==> src/rtl/dm_arbiter.sv <==
// Data-memory arbiter between the CPU MEM stage (C) and the DMA/debug port (D).
// Latches one request, drives the DM for one cycle and returns a one-cycle ack.
module dm_arbiter #(
  parameter logic [31:0] MEM_LIMIT = 32'h0000_3000,
  parameter bit          FIXED_PRI = 1'b0
) (
  input  logic        clk,
  input  logic        reset,
  input  logic        c_req,
  input  logic        c_we,
  input  logic [1:0]  c_size,
  input  logic [31:0] c_addr,
  input  logic [31:0] c_wdata,
  input  logic [31:0] c_pc,
  output logic        c_ack,
  output logic        c_err,
  output logic [31:0] c_rdata,
  input  logic        d_req,
  input  logic        d_we,
  input  logic [1:0]  d_size,
  input  logic [31:0] d_addr,
  input  logic [31:0] d_wdata,
  output logic        d_ack,
  output logic        d_err,
  output logic [31:0] d_rdata,
  output logic        mem_we,
  output logic [31:0] mem_addr,
  output logic [31:0] mem_wdata,
  output logic [3:0]  mem_be,
  output logic [31:0] mem_pc,
  input  logic [31:0] mem_rdata
);

  typedef enum logic [1:0] {
    IDLE,
    ACCESS,
    RESP
  } state_t;

  state_t state, state_n;

  logic        gnt_d, last_d;
  logic        we_q, err_q;
  logic [1:0]  size_q;
  logic [31:0] addr_q, wdata_q, pc_q, rdata_q;

  logic        any_req, pick_d;
  logic        s_we, s_err;
  logic [1:0]  s_size;
  logic [31:0] s_addr, s_wdata, s_pc;
  logic [31:0] shifted, rd_next;
  logic        rsp;

  assign any_req = c_req | d_req;

  // D wins when alone, or on a tie when round-robin says C went last
  assign pick_d = d_req & (~c_req | (~FIXED_PRI & ~last_d));

  always_comb begin
    s_we    = pick_d ? d_we    : c_we;
    s_size  = pick_d ? d_size  : c_size;
    s_addr  = pick_d ? d_addr  : c_addr;
    s_wdata = pick_d ? d_wdata : c_wdata;
    s_pc    = pick_d ? 32'h0   : c_pc;
    s_err   = (s_size == 2'd3)
            | ((s_size == 2'd1) & s_addr[0])
            | ((s_size == 2'd2) & (|s_addr[1:0]))
            | (s_addr >= MEM_LIMIT);
  end

  always_ff @(posedge clk) begin
    if (reset) state <= IDLE;
    else       state <= state_n;
  end

  always_comb begin
    state_n = state;
    unique case (state)
      IDLE:    if (any_req) state_n = ACCESS;
      ACCESS:  state_n = RESP;
      RESP:    state_n = IDLE;
      default: state_n = IDLE;
    endcase
  end

  always_ff @(posedge clk) begin
    if (reset) begin
      gnt_d   <= 1'b0;
      last_d  <= 1'b1;
      we_q    <= 1'b0;
      err_q   <= 1'b0;
      size_q  <= 2'd0;
      addr_q  <= 32'h0;
      wdata_q <= 32'h0;
      pc_q    <= 32'h0;
      rdata_q <= 32'h0;
    end else begin
      if (state == IDLE && any_req) begin
        gnt_d   <= pick_d;
        last_d  <= pick_d;
        we_q    <= s_we;
        err_q   <= s_err;
        size_q  <= s_size;
        addr_q  <= s_addr;
        wdata_q <= s_wdata;
        pc_q    <= s_pc;
      end
      if (state == ACCESS) rdata_q <= rd_next;
    end
  end

  assign shifted = mem_rdata >> {addr_q[1:0], 3'b000};

  always_comb begin
    rd_next = 32'h0;
    if (!err_q) begin
      unique case (size_q)
        2'd0:    rd_next = {24'h0, shifted[7:0]};
        2'd1:    rd_next = {16'h0, shifted[15:0]};
        default: rd_next = shifted;
      endcase
    end
  end

  always_comb begin
    mem_we    = 1'b0;
    mem_be    = 4'b0000;
    mem_wdata = 32'h0;
    if (state == ACCESS) begin
      mem_we = we_q & ~err_q & ~reset;
      unique case (size_q)
        2'd0: begin
          mem_be    = 4'b0001 << addr_q[1:0];
          mem_wdata = {4{wdata_q[7:0]}};
        end
        2'd1: begin
          mem_be    = addr_q[1] ? 4'b1100 : 4'b0011;
          mem_wdata = {2{wdata_q[15:0]}};
        end
        2'd2: begin
          mem_be    = 4'b1111;
          mem_wdata = wdata_q;
        end
        default: begin
          mem_be    = 4'b0000;
          mem_wdata = 32'h0;
        end
      endcase
    end
  end

  assign mem_addr = {addr_q[31:2], 2'b00};
  assign mem_pc   = pc_q;

  assign rsp     = (state == RESP) & ~reset;
  assign c_ack   = rsp & ~gnt_d;
  assign d_ack   = rsp & gnt_d;
  assign c_err   = c_ack & err_q;
  assign d_err   = d_ack & err_q;
  assign c_rdata = c_ack ? rdata_q : 32'h0;
  assign d_rdata = d_ack ? rdata_q : 32'h0;

endmodule

==> config.mk <==
export PLATFORM = sky130hd
export DESIGN_NAME = dm_arbiter
export DESIGN_NICKNAME = d
export VERILOG_FILES = /design/src/rtl/dm_arbiter.sv
export SDC_FILE = /design/constraint.sdc
export NUM_CORES = 1
export LEC_CHECK = 0
export CAP_MARGIN = 20
export CORE_AREA = 3 3 141 143
export DETAILED_ROUTE_END_ITERATION = 10
export DIE_AREA = 0 0 144 146
export PLACE_DENSITY = 0.82
export SYNTH_ARGS = -nofsm -noshare
export SYNTH_HDL_FRONTEND = slang
export SYNTH_SLANG_ARGS = --single-unit
==> constraint.sdc <==
create_clock -name clk -period 2.5 [get_ports clk]
set_input_delay 0.5 -clock clk [delete_from_list [all_inputs] [get_ports clk]]
set_output_delay 0.5 -clock clk [all_outputs]
set_load 0.03 [all_outputs]
Yosys cells after proc, flatten, opt, wreduce, memory -nomap -nowiden
Cells that the tools add are included.
{ "totals": {"reg_bits": 136, "in_bits": 202, "out_inout_bits": 169} }
{ "classes": {"n_lt_le_gt_ge": 1, "eq_ne": 8, "shift": 2, "muxes": 17, "bitwise": 20, "n_reduce_logical": 4} }
{ "op_table": {"columns": ["cell", "n"], "rows": [
  ["2-to-1 mux 32 bit", 7],
  ["case mux 32 bit (3 select lines)", 1],
  ["case mux 32 bit (2 select lines)", 1],
  [">= comparator 32 x 14 -> 1 bit (second input constant)", 1],
  [">> shifter 32 x 5 -> 32 bit", 1],
  ["case mux 4 bit (3 select lines)", 1],
  ["AND 1 bit", 10],
  ["== test 2 bit (second input constant)", 4],
  ["2-to-1 mux 4 bit", 2],
  ["== test 2 x 1 -> 1 bit (second input constant)", 3],
  ["NOT 1 bit", 5],
  ["bitwise OR 1 bit", 5],
  ["logical NOT 2 bit", 2],
  ["2-to-1 mux 2 bit", 2],
  ["case mux 2 bit (2 select lines)", 1],
  ["<< shifter 1 x 2 -> 4 bit (first input constant)", 1],
  ["2-to-1 mux 1 bit", 2],
  ["!= test 2 bit (second input constant)", 1],
  ["OR reduction 2 bit", 1],
  ["logical AND 1 bit", 1]
]} }

Depth between registers and ports, before layout
{ "depth": {"depth_word": 9, "ltp_mapped": 7} }

Worst setup path before layout
No wires, ideal clock.
{ "synth_path": {"kind": "input to output", "start": "input reset", "end": "output mem_we", "arrival_time_ns": 1.931, "required_ns": 2.000, "setup_slack_ns": 0.069, "cell_stages": 3, "path_buffers": 2, "cell_sequence": "clkbuf_1 clkbuf_1 nor4b_1"} }
{ "synth_between": {"elab_chain_len": 3} }
{ "synth_rtl": {"columns": ["item", "line_no", "rtl"], "rows": [
  ["start: declaration", "8", "input logic reset,"],
  ["NOT 1 bit", "130", "mem_we = we_q & ~err_q & ~reset;"],
  ["AND 1 bit", "130", null],
  ["2-to-1 mux 1 bit", "129", "if (state == ACCESS) begin"],
  ["end: declaration", "26", "output logic mem_we,"]
]} }
Every way passes these cells.

Worst setup path after layout
{ "layout_path": {"start": "register state[1]", "end": "output mem_wdata[0]"} }
{ "layout_between": {"elab_chain_len": 2} }
{ "layout_rtl": {"columns": ["item", "line_no", "rtl"], "rows": [
  ["start: declaration", "40", "state_t state, state_n;"],
  ["start signal: assignment", "73", "else state <= state_n;"],
  ["== test 2 x 1 -> 1 bit", "129", null],
  ["2-to-1 mux 32 bit", "129", null],
  ["end: declaration", "28", "output logic [31:0] mem_wdata,"]
]} }
Every way passes these cells.

==> reports/results.ini <==
[finish]
layout_commonest_cell = clkdlybuf4s50_1
fillers = 1633
n_antenna_cell = 0
final_layout_size_suffix_gt1_frac = 0.154
layout.nets = 1375
final_cell_mix = clkdlybuf4s50_1, dfxtp_1, buf_4
areaGrowthSynthToFinish_pct = 59.5

[sta]
setup_tns_ns = 0
skew_ns = 0.00985
drv_slew = 0
hold_viol_final = 0
rsz0062_at_grt = false
fmax_mhz = 429
finalCritPeriodShare = 0.933
maxSlewHeadroom = 0.317
post-route-min-period_ns = 2.33
setup_violations = 0
worst_pin_slew_ns = 1.02

[synthesis]
ys_seq_area_frac = 0.386
synth_ff_type = dfxtp_1
yosysWarnings = 0
synth_area_leaders = dfxtp_1, mux2i_1, a211oi_1, and2_1, nor2_1
synthArstFlopShare = 0
ys_types = 34
ys_ff_latch = 136
synth_top_area_share = 0.386
avgSynthCellArea_sq_um = 8.21
yosys.area.top_type = dfxtp_1
synth-edff-count = 0
syn_area_sq_um = 7060
netlist_instances = 859

[placed_design]
hpwl_microns = 19800
place.gp.congestion = 0.879
port_buffers = 368

[critical_path]
crit_arrival_ns = 1.83
worst-setup-path-type = flip-flop to output port
critPathMaxFanout = 17
end_kind = output port
startpoint = state[1]$_SDFFE_PP0P_
startpoint_type = flip-flop
r2r-start = state[1]$_SDFFE_PP0P_
worstPathRequired_ns = 2.00

[global_route]
grt_pass1_wl_microns = 38000
antenna_found_initial = 0
grt.total_usage = 0.229
grt_overflow = 0
first_global_vias = 7029
grt_max_degree = 80

[clocking]
cts.sinks = 136
cts_tree = done
path_clk_slew_ns = 0.06
clock-root-buffer = clkbuf_16
cts_setup_buffers = 0
htreeDepth = 4
cts_buffers = 17
insertion_delay_ns = 0.41
clockBufferDepth = 2

[die]
ios = 371
die_w_microns = 144
die_y_microns = 146
fp-row-count = 50
start_util = 0.377
fp.coreArea_sq_um = 18700
die-area_sq_um = 21000

[route]
vias = 7293
wire_per_inst_microns = 17.8
dr.first_iter.drc_count = 311
drt-total-wl_microns = 25300
vias_per_cell = 5.14
drtAntennaViolNets = 0
drcViolationCount = 0
firstDrtPassIters = 5

[power]
powerDensity_nw_per_um2 = 628
peakVddDrop_v = 0.000449
p_leak_nw = 4.49
p_total_mw = 7.07

[job]
cap_viol_max_count = 0

[worst_hold_path]
holdCritStartpoint = mem_pc[12]$_SDFFE_PP0P_
min_path_type = flip-flop to flip-flop

[outcome]
status = finished clean

[layer usage]
metal | track usage | share of wire | vias up
li1 | - | - | 3583
met3 | 0.0598 | 0.085 | 48
met5 | 0 | 0 | -
met4 | 0.0960 | 0.034 | 0
met2 | 0.399 | 0.50 | 345
met1 | 0.261 | 0.39 | 3317
[state kept, by name, summed over array words and instances (netlist names)]
signal / flops
addr_q: 32
err_q: 1
gnt_d: 1
last_d: 1
mem_pc: 32
rdata_q: 32
size_q: 2
state: 2
wdata_q: 32
we_q: 1
[final timing paths]
| path | end | slack [ns] | depth (start not counted) |
|---|---|---|---|
| worst min register to register | mem_pc[12]$_SDFFE_PP0P_ | 0.45 | 2 |
| worst max register to register | rdata_q[12]$_SDFFE_PP0P_ | 0.29 | 5 |
| worst min-delay path | mem_pc[12]$_SDFFE_PP0P_ | 0.45 | 2 |
| worst max-delay path | mem_wdata[0] | 0.17 | 5 |
[power by group]
part / internal (mW) / switching, mW
logic: 0.867 / 0.999
clock network: 1.76 / 0.947
registers: 2.36 / 0.137
total: 4.98 / 2.08
[per-stage QoR]
stage	instance area, sq um	util	std cells	setup slack (ns)	hold WS [ns]
after floorplan	7060	-	860	0.0692	0.427
after global placement	10600	0.567	1388	0.0756	0.441
after detailed placement	10600	0.567	1388	0.0899	0.447
after CTS	11200	0.601	1420	0.0118	0.454
after global routing	11300	0.602	1420	0.00407	0.472
final	11300	0.602	1420	0.167	0.452
[repair_timing]
action,4_1_cts,5_1_grt
endpoints found under the setup margin,8,13
hold endpoints to repair,0,0
gates cloned,0,0
hold buffers,0,0
gates resized for setup,8,2
[synth_stat cells (6+ instances only)]
master,number
dfxtp_1,136
nor2_1,107
nand2_1,101
mux2i_1,90
and2_1,74
a211oi_1,68
a21oi_1,60
clkbuf_1,46
buf_4,40
a22oi_1,32
o21ai_0,18
buf_2,10
nand2b_1,10
buf_1,9
nand3_1,9
mux2_2,8
or2_2,8
nor2b_1,6
nor4_1,6
[final cells by class]
cell class | count | area [sq um] | area share
clock inverters | 10 | 166 | 0.0148
clock buffers | 22 | 474 | 0.0421
well taps | 234 | 293 | 0.0260
flip-flops and latches | 136 | 2720 | 0.242
repair buffers | 399 | 3760 | 0.334
inverters | 1 | 3.75 | 0.000334
multi-input cells | 618 | 3830 | 0.341
[logic make-up after synthesis]
family                 synth area share
multiplexers                      0.140
flip-flops                        0.386
other                          0.000531
AND/OR/NAND/NOR                   0.222
buffers and inverters            0.0794
AO/OA/AOI/OAI                     0.171
[critical path, cell delays in order, from the launching register on]
cell and delay, ns:
dfxtp_1 0.33, nand2b_2 0.37, a21oi_1 0.20, buf_4 0.21, and2_1 0.16, buf_4 0.16
Power figures use the tool's default switching activity.
==> patch: new RTL, same settings <==
Make the reset (`reset`) asynchronous in 2 clocked blocks.
--- a/src/rtl/dm_arbiter.sv
+++ b/src/rtl/dm_arbiter.sv
@@ -68,7 +68,7 @@
             | (s_addr >= MEM_LIMIT);
   end
 
-  always_ff @(posedge clk) begin
+  always_ff @(posedge clk or posedge reset) begin
     if (reset) state <= IDLE;
     else       state <= state_n;
   end
@@ -83,7 +83,7 @@
     endcase
   end
 
-  always_ff @(posedge clk) begin
+  always_ff @(posedge clk or posedge reset) begin
     if (reset) begin
       gnt_d   <= 1'b0;
       last_d  <= 1'b1;
Formal check against the unedited RTL: differs if reset is asserted again (counterexample within 4 cycles, from zero or initial values and one cycle with reset high); with reset held inactive, the same outputs for 4 cycles.
==> patch against the unedited design <==
Register-to-register slack improved by 340 ps. Via count down 3.9%. Worst setup slack lost 67 ps. Non-clock buffer count did not move. Clock skew hardly changed. Critical path depth grew 1. Routed wire length grew 1.2%. Sequential cell count stayed put. Final area is 3.4% higher. Synthesized area increased by 4.0%. Maximum frequency down 2.8%. Worst hold slack better by 24 ps. Critical path type unchanged.
Power is not compared: it rests on default switching activity, and its combinational part moved more than twofold at a synthesized area within 25%.
==> patch: results (changes against the unedited design) <==
Synth cell types: 35 (+2.9%)
Largest stage delay, worst path: 420 ps (+50 ps)
Synth top cells by count: dfrtp_1 (135), nand2_1 (91), mux2i_1 (83), and2_1 (74), o21ai_0 (58)
dpl ws: -0.0442 ps (-89.9 ps)
Hold Startpoint: addr_q[30]$_DFFE_PP0P_
first-pass GRT wire length: 38500 µm (+1.5%)
DR WL met2: 12900 µm (+2.7%)
Placed Area: 11000 µm² (+3.3%)
First-pass DRT Iterations: 4 (-1)
slowest cell on the critical path: dfrtp_1
crit path launch: state[1]$_DFFE_PP0P_
GRT met3 Usage: 0.0687 (+0.00887)
final worst path period need: 2400 ps (+67.1 ps)
gr usage total: 0.235 (+0.00633)
fraction of area in multi-input gates: 0.296 (-0.0443)
Initial DRC Count: 335 (+7.7%)
clkbuf count: 19 (-14%)
Multi-input comb cells: 544 (-12%)
FF-to-FF Start: state[0]$_DFFE_PP0P_
GR Util met1: 0.279 (+0.0183)
critical path fanouts, max: 29 (+12)
FFs w/ async S/R, synth: 1.00 (+1.00)
maximum VDD drop: 0.773 mV
fin nets: 1304 (-5.2%)
sequential cell count: 136 (unchanged)
Reg2Reg Setup Slack: 630 ps (+340 ps)
post-cts gate resize count: 4 (-4)
GR Util met2: 0.404 (+0.00466)
Clock buf/inv share: 0.0516 (-0.00530)
CP delay by family, top: buffers and inverters
largest net degree at the start of global routing: 169 (+110%)
Layout area overhead: 58.6%
Worst Skew: 9.93 ps (+0.0821 ps)
post-synthesis sequential area ratio: 0.464 (+0.0782)
synth top area cells: dfrtp_1 (46%), mux2i_1 (11%), and2_1 (6.3%)
register area: 3410 µm² (+25%)
Signal buf overhead: 0.333 (-0.00164)
GP Congestion: 0.908 (+3.2%)
WHS Endpoint: addr_q[30]$_DFFE_PP0P_
tightest hold margin: 476 ps (+24.4 ps)
detailed placement HPWL: 19300 µm (-2.7%)
status: finished clean
Metal-1 WL: 9880 µm (+1.5%)
DR WL met3: 2160 µm (+0.70%)
Via density: 5.19 (+1.1%)
Arr. time, crit path: 1900 ps (+70 ps)
diode count: 0 (unchanged)
mux cell area share after synthesis: 0.113 (-0.0272)
Setup crit end: mem_wdata[7]
Worst-Margin Slew: 701 ps (-316 ps)
share of layout cells above drive strength 1: 0.161 (+0.00713)
inverters: 4 (+3)
P_sw: 5.75 mW
Synth Area in Compound Gates: 0.177 (+0.00574)
[patch: cell count changes in the layout (fill, tap and decap cells not counted), moves of 32 or more]
| cell | before | now |
|---|---|---|
| a211oi_1 | 68 | 2 |
| a22o_1 | 0 | 49 |
| a22oi_1 | 32 | 0 |
| dfrtp_1 | 0 | 134 |
| dfxtp_1 | 136 | 0 |
| nor2_1 | 107 | 47 |
| o21ai_0 | 18 | 58 |
[patch: power groups by stage]
| stage | combinational [mW] | clock [mW] | sequential (mW) |
|---|---|---|---|
| after floorplan | 4.02 | 0 | 4.01 |
| after global placement | 6.62 | 0 | 3.68 |
| after detailed placement | 6.76 | 0 | 3.70 |
| after CTS | 6.81 | 2.62 | 3.69 |
| after global routing | 7.37 | 2.72 | 3.81 |
| final | 6.88 | 2.57 | 3.70 |
[patch: metrics by stage]
step,setup TNS (ps),std cells
floorplan,-1040,774
global placement,-989,1314
detailed placement,-0.0442,1315
CTS,0,1347
global route,0,1349
finish,0,1349
